[config.mk]
export PLATFORM = sky130hd
export DESIGN_NAME = fpu_issue
export DESIGN_NICKNAME = d
export VERILOG_FILES = /design/src/rtl/fpu_issue.sv
export SDC_FILE = /design/constraint.sdc
export NUM_CORES = 1
export LEC_CHECK = 0
export BUFFER_PORTS_ARGS = -buffer_cell sky130_fd_sc_hd__clkbuf_2
export CORE_UTILIZATION = 40
export CTS_CLUSTER_SIZE = 28
export DETAILED_ROUTE_END_ITERATION = 8
export PLACE_DENSITY = 0.59
export SYNTH_ARGS = -nofsm -noshare
export SYNTH_HDL_FRONTEND = slang
export SYNTH_SLANG_ARGS = --single-unit
[constraint.sdc]
create_clock -name clock -period 8.2 [get_ports clock]
set_clock_uncertainty 0.2 [all_clocks]
set_input_delay 0.82 -clock clock [delete_from_list [all_inputs] [get_ports clock]]
set_output_delay 0.82 -clock clock [all_outputs]
set_load 0.02 [all_outputs]
[src/rtl/fpu_issue.sv]
// FP op issue unit: queues core ops, issues one at a time to a multi-cycle FPU
// with a request timeout, and holds each result for the writeback handshake.
module fpu_issue #(
    parameter int unsigned DEPTH   = 2,
    parameter int unsigned TIMEOUT = 1024
) (
    input  logic        clock,
    input  logic        reset,
    input  logic        in_valid,
    output logic        in_ready,
    input  logic [31:0] in_a,
    input  logic [31:0] in_b,
    input  logic [6:0]  in_funct7,
    input  logic [2:0]  in_funct3,
    input  logic        in_rs2b0,
    input  logic [4:0]  in_rd,
    output logic [31:0] fpu_a,
    output logic [31:0] fpu_b,
    output logic [6:0]  fpu_funct7,
    output logic [2:0]  fpu_funct3,
    output logic        fpu_rs2b0,
    output logic        fpu_valid,
    input  logic        fpu_ready,
    input  logic [31:0] fpu_r,
    output logic        wb_valid,
    input  logic        wb_ready,
    output logic [4:0]  wb_rd,
    output logic [31:0] wb_data,
    output logic        busy,
    output logic        timeout_err
);

    localparam int unsigned AW   = $clog2(DEPTH);
    localparam int unsigned CW   = (TIMEOUT > 1) ? $clog2(TIMEOUT) : 1;
    localparam int unsigned EW   = 80;
    localparam int unsigned LAST = TIMEOUT - 1;
    localparam logic [AW:0]    FULL_CNT = DEPTH[AW:0];
    localparam logic [CW-1:0]  LAST_CNT = LAST[CW-1:0];

    typedef enum logic [1:0] {StIdle, StReq, StDone} state_e;

    state_e           state_q, state_d;
    logic [EW-1:0]    mem [DEPTH];
    logic [AW-1:0]    wr_ptr_q, rd_ptr_q;
    logic [AW:0]      count_q;
    logic [CW-1:0]    cnt_q;
    logic [4:0]       req_rd_q;
    logic             full, empty, push, pop, expire;
    logic [EW-1:0]    head;

    assign full     = (count_q == FULL_CNT);
    assign empty    = (count_q == '0);
    assign in_ready = !full;
    // Full is judged before any same-cycle pop, so a full queue never accepts.
    assign push     = in_valid && !full;
    assign pop      = (state_q == StIdle) && !empty;
    assign expire   = (cnt_q == LAST_CNT);
    assign head     = mem[rd_ptr_q];

    // Queue storage; entries are only read after their pointer update, so no reset needed.
    always_ff @(posedge clock) begin
        if (push) begin
            mem[wr_ptr_q] <= {in_rd, in_rs2b0, in_funct3, in_funct7, in_b, in_a};
        end
    end

    // Queue pointers and occupancy.
    always_ff @(posedge clock) begin
        if (reset) begin
            wr_ptr_q <= '0;
            rd_ptr_q <= '0;
            count_q  <= '0;
        end else begin
            if (push) wr_ptr_q <= wr_ptr_q + AW'(1);
            if (pop)  rd_ptr_q <= rd_ptr_q + AW'(1);
            case ({push, pop})
                2'b10:   count_q <= count_q + (AW+1)'(1);
                2'b01:   count_q <= count_q - (AW+1)'(1);
                default: count_q <= count_q;
            endcase
        end
    end

    // FSM state register.
    always_ff @(posedge clock) begin
        if (reset) state_q <= StIdle;
        else       state_q <= state_d;
    end

    // FSM next state; completion wins over an expiring timeout on the same edge.
    always_comb begin
        state_d = state_q;
        unique case (state_q)
            StIdle:  if (!empty) state_d = StReq;
            StReq: begin
                if (fpu_ready)   state_d = StDone;
                else if (expire) state_d = StIdle;
            end
            StDone:  if (wb_ready) state_d = StIdle;
            default: state_d = StIdle;
        endcase
    end

    // FSM outputs; request drops outside REQ so the FPU always sees a low gap.
    always_comb begin
        fpu_valid = (state_q == StReq);
        wb_valid  = (state_q == StDone);
        busy      = !empty || (state_q != StIdle);
    end

    // Issue/writeback registers, REQ cycle counter and sticky timeout flag.
    always_ff @(posedge clock) begin
        if (reset) begin
            fpu_a       <= '0;
            fpu_b       <= '0;
            fpu_funct7  <= '0;
            fpu_funct3  <= '0;
            fpu_rs2b0   <= 1'b0;
            req_rd_q    <= '0;
            wb_rd       <= '0;
            wb_data     <= '0;
            cnt_q       <= '0;
            timeout_err <= 1'b0;
        end else begin
            if (pop) begin
                {req_rd_q, fpu_rs2b0, fpu_funct3, fpu_funct7, fpu_b, fpu_a} <= head;
                cnt_q <= '0;
            end
            if (state_q == StReq) begin
                cnt_q <= cnt_q + CW'(1);
                if (fpu_ready) begin
                    wb_data <= fpu_r;
                    wb_rd   <= req_rd_q;
                end else if (expire) begin
                    timeout_err <= 1'b1;
                end
            end
        end
    end

endmodule

# After elaboration in Yosys (flattened, before gate mapping)
# Memory sizes are Yosys's and may differ from the RTL's. A register that Yosys moved wholly into a read port is not among the register bits.
# Index checks and enable logic that the tools add are counted.
# word_totals
register_bits	54
ram_bits	160
in_bits	117
n_memories	1
# mem_list
name	depth	word_bits	rd	rd_clocked_by_memory_dff	wr	line	text
mem	2	80	1	1	1	43	logic [EW-1:0] mem [DEPTH];
# op_classes
add_sub_neg	5
eq_ne	9
mux	10
bitwise_logic	1
n_reduce_logical	13
# op_table
operator	count
$mux 10	2
$add 10x1->10 const B	1
$eq 10x10->1 const B	1
$mux 2	4
$eq 2x2->1 const B	3
$pmux 2 s3	1
$reduce_and 3->1	2
$reduce_bool 2->1	3
$eq 2x1->1 const B	2
$logic_not 2->1	2
$pmux 2 s2	1
$ne 3x1->1 const B	1
$add 1x1->1 const B	2
$add 2x1->2 const B	1
$logic_and 1x1->1	2
$logic_not 1->1	2
$mux 1	2
$ne 2x1->1 const B	1
$ne 2x2->1 const B	1
$reduce_and 2->1	1
$sub 2x1->2 const B	1
$logic_or 1x1->1	1
$not 1->1	1

# Depth between registers and ports, before layout
# logic_depth
word_depth	5
mapped_depth	9
ltp_nobuf	6

# Worst setup path after synthesis
# OpenSTA, ideal clock, no wires.
# synth_timing
kind	input -> register
startpoint	input port in_valid
endpoint	memory mem[1][0] (enable)
arrival_time_ps	2735
t_required_ps	7552
setup_slack_ps	4817
stages	1
path_buffers	0
cell_sequence	and3_1
# synth_between
elab_chain_cells	3
# synth_lines
item	line	text
start: declaration	9	input logic in_valid,
$logic_and 1x1->1	55	assign push = in_valid && !full;
$mux 1	62	if (push) begin
$mux 1 (not written as such)	63	mem[wr_ptr_q] <= {in_rd, in_rs2b0, in_funct3, in_funct7, in_b, in_a};
end: declaration	43	
# Every way passes these cells.

# Final worst setup path
# layout_timing
startpoint	register state_q[0]
endpoint	output port fpu_valid
# layout_between
elab_chain_cells	1
# layout_lines
item	line	text
start: declaration	42	state_e state_q, state_d;
start signal: assignment	86	if (reset) state_q <= StIdle;
start signal: assignment	87	else state_q <= state_d;
$eq 2x1->1	106	fpu_valid = (state_q == StReq);
end: declaration	22	output logic fpu_valid,
# Every way passes these cells.

==> results.sh <==
export IMPL_clock_path_buffers=3
export IMPL_worstHoldPathCells=1
export IMPL_io_buffer_count=233
export IMPL_ys_seq_area_share_pct=70.6
export IMPL_die_h_um=165
export IMPL_syn_area_per_cell_um2=13.5
export IMPL_dr_pass1_iters=4
export IMPL_maxCapViolations=0
export IMPL_worst_slack_ns=5.45
export IMPL_antenna_cells=0
export IMPL_worst_pin_slew_ns=1.11
export IMPL_syn_area_um2=10600
export IMPL_place_ws_ns=5.09
export IMPL_setup_viol=0
export IMPL_grt_max_degree=84
export IMPL_cp_arrival_ns=1.73
export IMPL_hold_viol_final=0
export IMPL_hold_class="in -> reg"
export IMPL_avgViaCountPerCell=5.12
export IMPL_ys_async_sr_fraction_pct=0
export IMPL_ctsResizeCount=0
export IMPL_cts_sinks=294
export IMPL_synth_edf_count=160
export IMPL_initial_core_util_pct=40.7
export IMPL_dpl_hpwl_mm=13.3
export IMPL_fp_row_count=59
export IMPL_cp_start_kind="flop"
export IMPL_cp_end_kind="primary output"
export IMPL_report_final_slew_viol_count=0
export IMPL_r2r_start="count_q[0]"
export IMPL_syn_nets=907
export IMPL_first_iter_violations=320
export IMPL_postCtsHoldBufs=0
export IMPL_status="finished, final reports clean"
export IMPL_reg2reg_depth=4
export IMPL_rsz0062_at_grt="false"
export IMPL_ff2ff_setup_slack_ns=5.65
export IMPL_dp_cells=1305
export IMPL_tritoncts="done"
export IMPL_crit_type="reg -> out"
export IMPL_min_period_over_period_pct=33.5
export IMPL_rr_endpoint="mem[0][49]"
export IMPL_htree_num_levels=1
export IMPL_p_leak_nw=4.82
export IMPL_drive_gt1_share_pct=28.8
export IMPL_synth_warnings=0
export IMPL_area_delta_synth_final_pct=22.5
export IMPL_grt_pass1_vias=6532
export IMPL_grt_use_total_pct=16.8
export IMPL_io_pin_count=234
export IMPL_power_density_nw_per_um2=352
export IMPL_cts_setup_buffers=0
export IMPL_antenna_found_initial=1
export IMPL_ant_nets=0
export IMPL_grt_pass1_wl_mm=35.3
export IMPL_fmax_ghz=0.364
export IMPL_ys_seq_elements=294
export IMPL_numCtsBuffers=31
export IMPL_layout_min_cycle_time_ns=2.75
export IMPL_clk_latency_ns=0.57
export IMPL_gr_total_overflow=0
export IMPL_slew_limit_headroom_pct=26.2
export IMPL_critPathMaxFanout=10
export IMPL_cts_root_buf="clkbuf_16"
export IMPL_die_area_um2=27200
export IMPL_ir_drop_mv=0.232
export IMPL_nNetsFinal=1122
export IMPL_core_area_um2=26100
export IMPL_drc_errors=0
export IMPL_vias=6983
export IMPL_hold_end="mem[0][79]"
export IMPL_place_gp_congestion=0.736
export IMPL_wl_per_cell_um=17.1
export IMPL_tns_ns=0
export IMPL_cts_clk_slew_worst_paths_ns=0.06
export IMPL_ys_types=42
export IMPL_synthFlopType="edfxtp_1"
export IMPL_min_from="in_rd[4]"
export IMPL_dieWidth_um=165
export IMPL_wirelength_mm=23.3
export IMPL_netlist_instances=788
export IMPL_crit_required_ns=7.18
export IMPL_utilization_pct=49.9
export IMPL_finalNonFillerCells=1363
worst max-delay path, cell delays in order (launching register included):
cell and delay, ns:
dfxtp_1 0.56, nand2b_1 0.20, inv_2 0.20, clkbuf_2 0.21
area by class of cell:
class	instances	area, um^2
inverter	4	17.5
tap	335	419
timing repair buffer	242	1240
sequential	294	7490
multi-input combinational	430	2800
clock buffer	48	891
clock inverter	10	144
fill	2351	13100
flip-flops by register name, indices dropped and copies added (netlist names):
signal,flops
cnt_q,10
count_q,2
fpu_a,32
fpu_b,32
fpu_funct3,3
fpu_funct7,7
fpu_rs2b0,1
mem,160
rd_ptr_q,1
req_rd_q,5
state_q,2
timeout_err,1
wb_data,32
wb_rd,5
wr_ptr_q,1
power by group:
group | internal [mW] | leakage, nW | switching [mW]
combinational | 0.394 | 1.73 | 0.794
sequential | 1.84 | 2.60 | 0.144
clock | 0.843 | 0.499 | 0.563
total | 3.07 | 4.82 | 1.50
cells by family (layout without fill, tap and decap cells):
kind of cell | count (synthesis) | in the layout | share of synthesized area [%]
compound gates | 225 | 225 | 12.9
xor+xnor | 2 | 2 | 0.165
fa+ha+maj | 2 | 2 | 0.236
buf+inv | 64 | 304 | 3.17
flops | 294 | 294 | 70.6
mux | 83 | 83 | 7.86
simple gates | 118 | 118 | 5.12
metrics by stage:
stage	total power, mW	cell area [um^2]	hold WS (ns)
6_report	4.57	13000	0.241
3_5_place_dp	3.22	12000	0.244
4_1_cts	4.64	13000	0.211
3_3_place_gp	3.20	12000	0.240
2_1_floorplan	2.87	10600	0.232
5_1_grt	4.82	13000	0.215
worst max path at each step:
stage / start / endpoint / slack (ns) / cells after the start
final: state_q[0] / fpu_valid / 5.45 / 3
after global routing: state_q[0] / fpu_valid / 5.37 / 3
after CTS: count_q[1] / busy / 5.43 / 3
after detailed placement: reset / cnt_q[8] / 5.09 / 5
after global placement: reset / cnt_q[8] / 5.09 / 5
after floorplan: in_valid / mem[1][0] / 4.82 / 1
per-layer routing:
layer | track usage [%] | part of all wire [%] | vias to the layer above | wire [um]
met2 | 27.5 | 47 | 231 | 11000
met4 | 6.59 | 3.1 | 0 | 731
met5 | 0 | 0 | - | 0
met1 | 21.3 | 42 | 3313 | 9870
li1 | - | - | 3391 | -
met3 | 3.92 | 7.3 | 48 | 1710
Yosys cell counts, types with 4 or more instances:
cell type / n / area share, %
or3_1: 4 / 0.24
nand2b_1: 7 / 0.41
edfxtp_1: 160 / 45
dfxtp_1: 134 / 25
mux2i_1: 80 / 7.5
buf_6: 4 / 0.42
nand4_1: 4 / 0.24
a21oi_1: 129 / 6.1
clkbuf_1: 16 / 0.57
nor2_1: 7 / 0.25
buf_4: 7 / 0.50
nand2_1: 78 / 2.8
a211oi_1: 83 / 5.9
buf_2: 32 / 1.5
cells in the final DEF, fill, tap and decap left out, drive strengths merged, types with 4 or more instances in the layout:
cell	count
a21oi	129
nand2	78
inv	5
or3	4
nand2b	7
clkbuf	280
nor2	9
dfxtp	134
clkinv	5
nand4	4
buf	10
mux2i	80
a211oi	83
edfxtp	160
(Power assumes the default switching activity.)
